**src/rtl/alu_defs.sv**
```systemverilog
// alu_defs: op, state and status-flag encodings shared by the sequential ALU
package alu_defs;
    localparam logic [2:0] OP_ADD = 3'b000;
    localparam logic [2:0] OP_SUB = 3'b001;
    localparam logic [2:0] OP_AND = 3'b010;
    localparam logic [2:0] OP_NOT = 3'b011;
    localparam logic [2:0] OP_OR  = 3'b100;
    localparam logic [2:0] OP_XOR = 3'b101;
    localparam logic [2:0] OP_LSL = 3'b110;
    localparam logic [2:0] OP_MUL = 3'b111;
    typedef enum logic {S_IDLE = 1'b0, S_MUL_RUN = 1'b1} state_t;
    localparam int FLAG_Z = 3;
    localparam int FLAG_N = 2;
    localparam int FLAG_V = 1;
    localparam int FLAG_C = 0;
    function automatic logic [3:0] mk_flags(input logic z, input logic n, input logic v, input logic c);
        mk_flags = '0;
        mk_flags[FLAG_Z] = z;
        mk_flags[FLAG_N] = n;
        mk_flags[FLAG_V] = v;
        mk_flags[FLAG_C] = c;
    endfunction
endpackage

```
**src/rtl/mul_shift_add.sv**
```systemverilog
// mul_shift_add: unsigned shift-add multiplier, one multiplier bit per step
module mul_shift_add #(
    parameter int WIDTH = 16
) (
    input  logic               clk,
    input  logic               load,
    input  logic               step,
    input  logic [WIDTH-1:0]   a,
    input  logic [WIDTH-1:0]   b,
    output logic [2*WIDTH-1:0] product
);
    logic [2*WIDTH-1:0] mcand, acc;
    logic [WIDTH-1:0]   mplier;
    always_ff @(posedge clk) begin
        if (load) begin
            mcand  <= {{WIDTH{1'b0}}, a};
            mplier <= b;
            acc    <= '0;
        end else if (step) begin
            mcand  <= mcand << 1;
            mplier <= mplier >> 1;
            acc    <= product;
        end
    end
    assign product = acc + (mplier[0] ? mcand : '0);
endmodule

```
**src/rtl/seq_alu.sv**
```systemverilog
// seq_alu: registered ALU with status flags and a start/busy/done multi-cycle multiplier
module seq_alu #(
    parameter int WIDTH = 16,
    parameter int SHW   = $clog2(WIDTH)
) (
    input  logic             clk,
    input  logic             reset_n,
    input  logic             start,
    input  logic [2:0]       ALUop,
    input  logic [WIDTH-1:0] Ain,
    input  logic [WIDTH-1:0] Bin,
    output logic [WIDTH-1:0] out,
    output logic             Z,
    output logic             N,
    output logic             V,
    output logic             C,
    output logic             busy,
    output logic             done
);
    import alu_defs::*;
    state_t               state;
    logic [SHW-1:0]       cnt;
    logic [3:0]           st;
    logic [WIDTH:0]       add_s, sub_s;
    logic [2*WIDTH-1:0]   shl, prod;
    logic [WIDTH-1:0]     res;
    logic                 v, c;
    logic                 take_mul;
    assign add_s    = {1'b0, Ain} + {1'b0, Bin};
    assign sub_s    = {1'b0, Ain} + {1'b0, ~Bin} + {{WIDTH{1'b0}}, 1'b1};
    // bit WIDTH of the widened shift is the last bit pushed out, and is 0 for shamt=0
    assign shl      = {{WIDTH{1'b0}}, Ain} << Bin[SHW-1:0];
    assign take_mul = state == S_IDLE && start && ALUop == OP_MUL;
    always_comb begin
        res = add_s[WIDTH-1:0];
        c   = add_s[WIDTH];
        v   = (Ain[WIDTH-1] == Bin[WIDTH-1]) && (add_s[WIDTH-1] != Ain[WIDTH-1]);
        case (ALUop)
            OP_SUB: begin
                res = sub_s[WIDTH-1:0];
                c   = sub_s[WIDTH];
                v   = (Ain[WIDTH-1] != Bin[WIDTH-1]) && (sub_s[WIDTH-1] != Ain[WIDTH-1]);
            end
            OP_AND: {res, v, c} = {Ain & Bin, 2'b00};
            OP_NOT: {res, v, c} = {~Bin, 2'b00};
            OP_OR:  {res, v, c} = {Ain | Bin, 2'b00};
            OP_XOR: {res, v, c} = {Ain ^ Bin, 2'b00};
            OP_LSL: {res, v, c} = {shl[WIDTH-1:0], 1'b0, shl[WIDTH]};
            default: ;
        endcase
    end
    mul_shift_add #(.WIDTH(WIDTH)) u_mul (
        .clk    (clk),
        .load   (take_mul),
        .step   (state == S_MUL_RUN),
        .a      (Ain),
        .b      (Bin),
        .product(prod)
    );
    always_ff @(posedge clk) begin
        if (!reset_n) begin
            state <= S_IDLE;
            cnt   <= '0;
            out   <= '0;
            st    <= '0;
            busy  <= 1'b0;
            done  <= 1'b0;
        end else begin
            done <= 1'b0;
            if (state == S_IDLE) begin
                if (take_mul) begin
                    state <= S_MUL_RUN;
                    busy  <= 1'b1;
                    cnt   <= '0;
                end else if (start) begin
                    out  <= res;
                    st   <= mk_flags(res == '0, res[WIDTH-1], v, c);
                    done <= 1'b1;
                end
            end else begin
                cnt <= cnt + 1'b1;
                if (cnt == SHW'(WIDTH - 1)) begin
                    state <= S_IDLE;
                    busy  <= 1'b0;
                    done  <= 1'b1;
                    out   <= prod[WIDTH-1:0];
                    st    <= mk_flags(prod[WIDTH-1:0] == '0, prod[WIDTH-1], |prod[2*WIDTH-1:WIDTH], 1'b0);
                end
            end
        end
    end
    assign Z = st[FLAG_Z];
    assign N = st[FLAG_N];
    assign V = st[FLAG_V];
    assign C = st[FLAG_C];
endmodule

```
**config.mk**
```make
export PLATFORM = sky130hd
export DESIGN_NAME = seq_alu
export DESIGN_NICKNAME = d
export VERILOG_FILES = /design/src/rtl/alu_defs.sv /design/src/rtl/mul_shift_add.sv /design/src/rtl/seq_alu.sv
export SDC_FILE = /design/constraint.sdc
export NUM_CORES = 1
export LEC_CHECK = 0
export CORE_MARGIN = 4
export CORE_UTILIZATION = 33
export CTS_BUF_LIST = sky130_fd_sc_hd__clkbuf_4 sky130_fd_sc_hd__clkbuf_8
export DETAILED_ROUTE_END_ITERATION = 8
export PLACE_DENSITY = 0.55
export SETUP_SLACK_MARGIN = 0.2
export SYNTH_ARGS = -nofsm -noshare
export SYNTH_HDL_FRONTEND = slang
export SYNTH_SLANG_ARGS = --single-unit
```
**constraint.sdc**
```tcl
create_clock -name clk -period 6.9 [get_ports clk]
set_input_delay 1.035 -clock clk [delete_from_list [all_inputs] [get_ports clk]]
set_output_delay 1.035 -clock clk [all_outputs]
set_load 0.01 [all_outputs]
```
==> summary.txt <==
Run status
  – Outcome: completed

Setup path
  – Max incr delay on CP: 0.85 ns
  – Cells on worst reg2reg path: 13
  – Slowest CP cell: clkdlybuf4s50_1
  – WP data required: 7.23 ns
  – CP max FO: 17
  – Reg2reg end: st[1]$_SDFFE_PN0P_
  – Reg-to-reg startpoint: u_mul.mplier[0]$_DFFE_PP_
  – Flop-to-flop setup slack: 2.49 ns
  – Startpoint Class: input port
  – CP delay by family, top: compound AO/OA/AOI/OAI gates
  – Critical Path Start: Bin[2]
  – CP Buf/Inv Count: 2
  – CP most frequent cell: a221oi_1
  – Crit end category: flop
  – Ordered list of cells on the worst path: clkdlybuf4s50_1 -> inv_1 -> ha_1 -> a221oi_1 -> o21ai_1 -> a31oi_1 -> a221oi_1 -> a211o_1 -> a221oi_1 -> nand3_1 -> nor4_1 -> a41o_1
  – Critical Path AT: 5.36 ns
  – Critical path class: input port to flop

Finish
  – Share of layout cells above drive strength 1: 5.366%
  – Antenna Cells: 0
  – # fillers: 3,014
  – Core Util, Final: 37.21%
  – Post-route cell area: 10,400 sq um
  – Commonest non-fill, non-tap cell in the layout: nand2_1
  – Commonest cells after routing, fill and taps aside: nand2_1, o21ai_0, nor2_1
  – Layout Cells excl Fill: 1,608
  – Post-layout nets: 1,347
  – Synth-to-Final Area Change: 10.91%

Global route
  – Met2 GRT Util: 33.05%
  – First-pass GRT wire length: 48,790 um
  – Gr usage total: 19.67%
  – Initial antenna violation count: 0
  – Global-route met1 utilization: 27.21%
  – Busiest metal layer after global routing: met2
  – Vias in the first global route: 8,548
  – GR Overflow Total: 0
  – Met3 Use GR: 2.463%
  – Largest net degree at the start of global routing: 56

Timing
  – Setup violators final: 0
  – RSZ-0062 raised after global routing: no
  – Max Fclk: 198.6 MHz
  – Worst-margin pin slew: 1.102 ns
  – Min cycle time layout: 5.037 ns
  – Hold Fails Final Rpt: 0
  – Max-slew headroom: 26.32%
  – Setup_tns: 0 ns
  – Post-route clock skew: 0.01939 ns
  – Slew Limit Fails: 0
  – Final period utilization: 72.99%

Synth
  – Synth cell types: 89
  – Syn_area_per_cell: 7.721 sq um
  – Post-Synthesis Cells: 1,214
  – Warnings, synthesis: 0
  – Primary FF master, synth: dfxtp_1
  – FFs w/ async S/R, synth: 0%
  – Synthesis-stage register bit count: 106
  – Syn Nets: 1,336
  – Sequential area share after synthesis: 26.06%
  – Post-synth EDFFs: 32
  – Netlist Area Pre-Place: 9373 sq um

Floorplan
  – Row count: 61
  – Core area: 27,930 sq um
  – Die Wd: 176.5 um
  – Die Y: 176.5 um
  – Die ar.: 31,160 sq um
  – Initial Util: 33.55%
  – I/O Pins: 60

Power and ir drop
  – Pwr Density: 196.3 nW/um^2
  – Leakage: 4.217 nW
  – Final Total Pwr: 2.040 mW
  – Max VDD drop: 0.0001181 V

Clock tree
  – Root Buffer: clkbuf_8
  – CTS H-tree depth: 3
  – Setup Fix Bufs, Post-CTS: 0
  – CTS buffer count: 9
  – Hold_buf cts: 0
  – Clk sinks: 106
  – CTS tree: built
  – Maximum root-to-sink buffer count: 2
  – Resized Gates After CTS: 0
  – Worst-path clk slew: 0.11 ns
  – Clk_lat worst skew: 0.39 ns

Place
  – Placed cells: 1,592
  – GPL Wtd Cong: 0.9597
  – Cell Area, Placed: 10,210 sq um
  – I/O Buffers: 59
  – DPL Wire Length: 24,100 um

Route
  – Detail Route Antenna Nets: 0
  – First-pass DRT Iterations: 5
  – Vias/cell: 5.535
  – Starting DRT DRC Count: 842
  – Final Routed Wirelength: 31,160 um
  – Overall via count from detail_route: 8,900
  – WL/cell: 19.38 um
  – # DRC: 0

Worst hold path
  – Hold Path Class: flop to flop
  – Hold Crit Depth: 2
  – Worst Hold Launch: u_mul.acc[3]$_SDFFE_PP0P_
  – Hold endpoint: u_mul.acc[3]$_SDFFE_PP0P_

Flow run
  – Max-cap violations: 0
worst register-to-register path, cell delays in order, from the launching register on:
cell	delay, ns
edfxtp_1	0.78
and2_1	0.31
ha_1	0.23
fa_1	0.41
a21oi_1	0.28
o211ai_1	0.21
nand2_1	0.16
o311ai_1	0.21
a221oi_1	0.48
o21ai_1	0.18
nor4_1	0.33
o2111ai_1	0.18
nor4_1	0.48
nor2_1	0.07
flip-flops by register name, indices dropped and copies added, names as in the netlist:
signal and flops:
u_mul.mplier 16, done 1, u_mul.mcand 32, u_mul.acc 32, cnt 4, st 4
busy 1, out 15, state 1
metrics by stage:
| step | hold slack (ns) | setup WS (ns) |
|---|---|---|
| global route | 0.4879 | 1.442 |
| finish | 0.4662 | 1.863 |
| detailed placement | 0.4470 | 1.529 |
| CTS | 0.4644 | 1.924 |
| global placement | 0.4410 | 1.600 |
| floorplan | 0.4268 | 2.829 |
synthesized netlist by cell type, drive strengths merged, types with 9 or more instances:
cell type,count,area share [%]
nand2,172,6.9
o21ai,131,7.0
nor2,93,4.0
a21oi,82,4.4
ha,81,11
dfxtp,74,16
inv,62,2.5
clkbuf,54,2.4
and2,43,2.9
edfxtp,32,10
nand3,26,1.4
nor3,26,1.4
mux2i,25,2.7
buf,17,1.1
xnor2,17,1.6
o211ai,16,1.3
xor2,14,1.5
a21o,13,1.0
o221ai,13,1.2
nand4,12,0.80
a21boi,11,0.88
o22ai,11,0.73
a22o,10,0.95
and3,10,0.72
nand2b,10,0.69
nor2b,10,0.67
a221oi,9,0.84
o21bai,9,0.76
power by group:
group / total (mW) / internal (mW) / switching, mW
Combinational: 0.859 / 0.336 / 0.523
Clock: 0.393 / 0.151 / 0.241
Sequential: 0.789 / 0.731 / 0.0578
final cells by class:
cell class,count,area [sq um],share of cell area [%]
Multi-Input combinational cell,972,6359,61.17
Sequential cell,106,2444,23.51
Timing Repair Buffer,73,695.7,6.692
Tap cell,378,473.0,4.550
Inverter,63,236.5,2.275
Clock buffer,11,145.1,1.396
Clock inverter,5,42.54,0.4092
worst max path at each step:
stage / to / slack (ns) / cells after the start
CTS: st[3]$_SDFFE_PN0P_ / 1.92 / 13
detailed placement: st[3]$_SDFFE_PN0P_ / 1.53 / 13
global route: st[3]$_SDFFE_PN0P_ / 1.44 / 13
global placement: st[3]$_SDFFE_PN0P_ / 1.60 / 13
floorplan: st[3]$_SDFFE_PN0P_ / 2.83 / 13
finish: st[3]$_SDFFE_PN0P_ / 1.86 / 12
logic make-up (layout without fill, tap and decap cells):
group	Yosys count	count (layout)	share of synthesized area, %
AO/OA/AOI/OAI	383	383	26.42
flip-flops	106	106	26.06
adder cells (fa/ha/maj)	84	84	11.45
XOR/XNOR	31	31	3.097
AND/OR/NAND/NOR	437	437	22.03
buffers and inverters	136	152	6.234
multiplexers	37	37	4.712
layer usage:
layer | routed length, um | share of wire [%]
met1 | 14600 | 47
met4 | 496 | 1.6
met5 | 0 | 0
met3 | 1408 | 4.5
met2 | 14660 | 47
(Power assumes the default switching activity.)
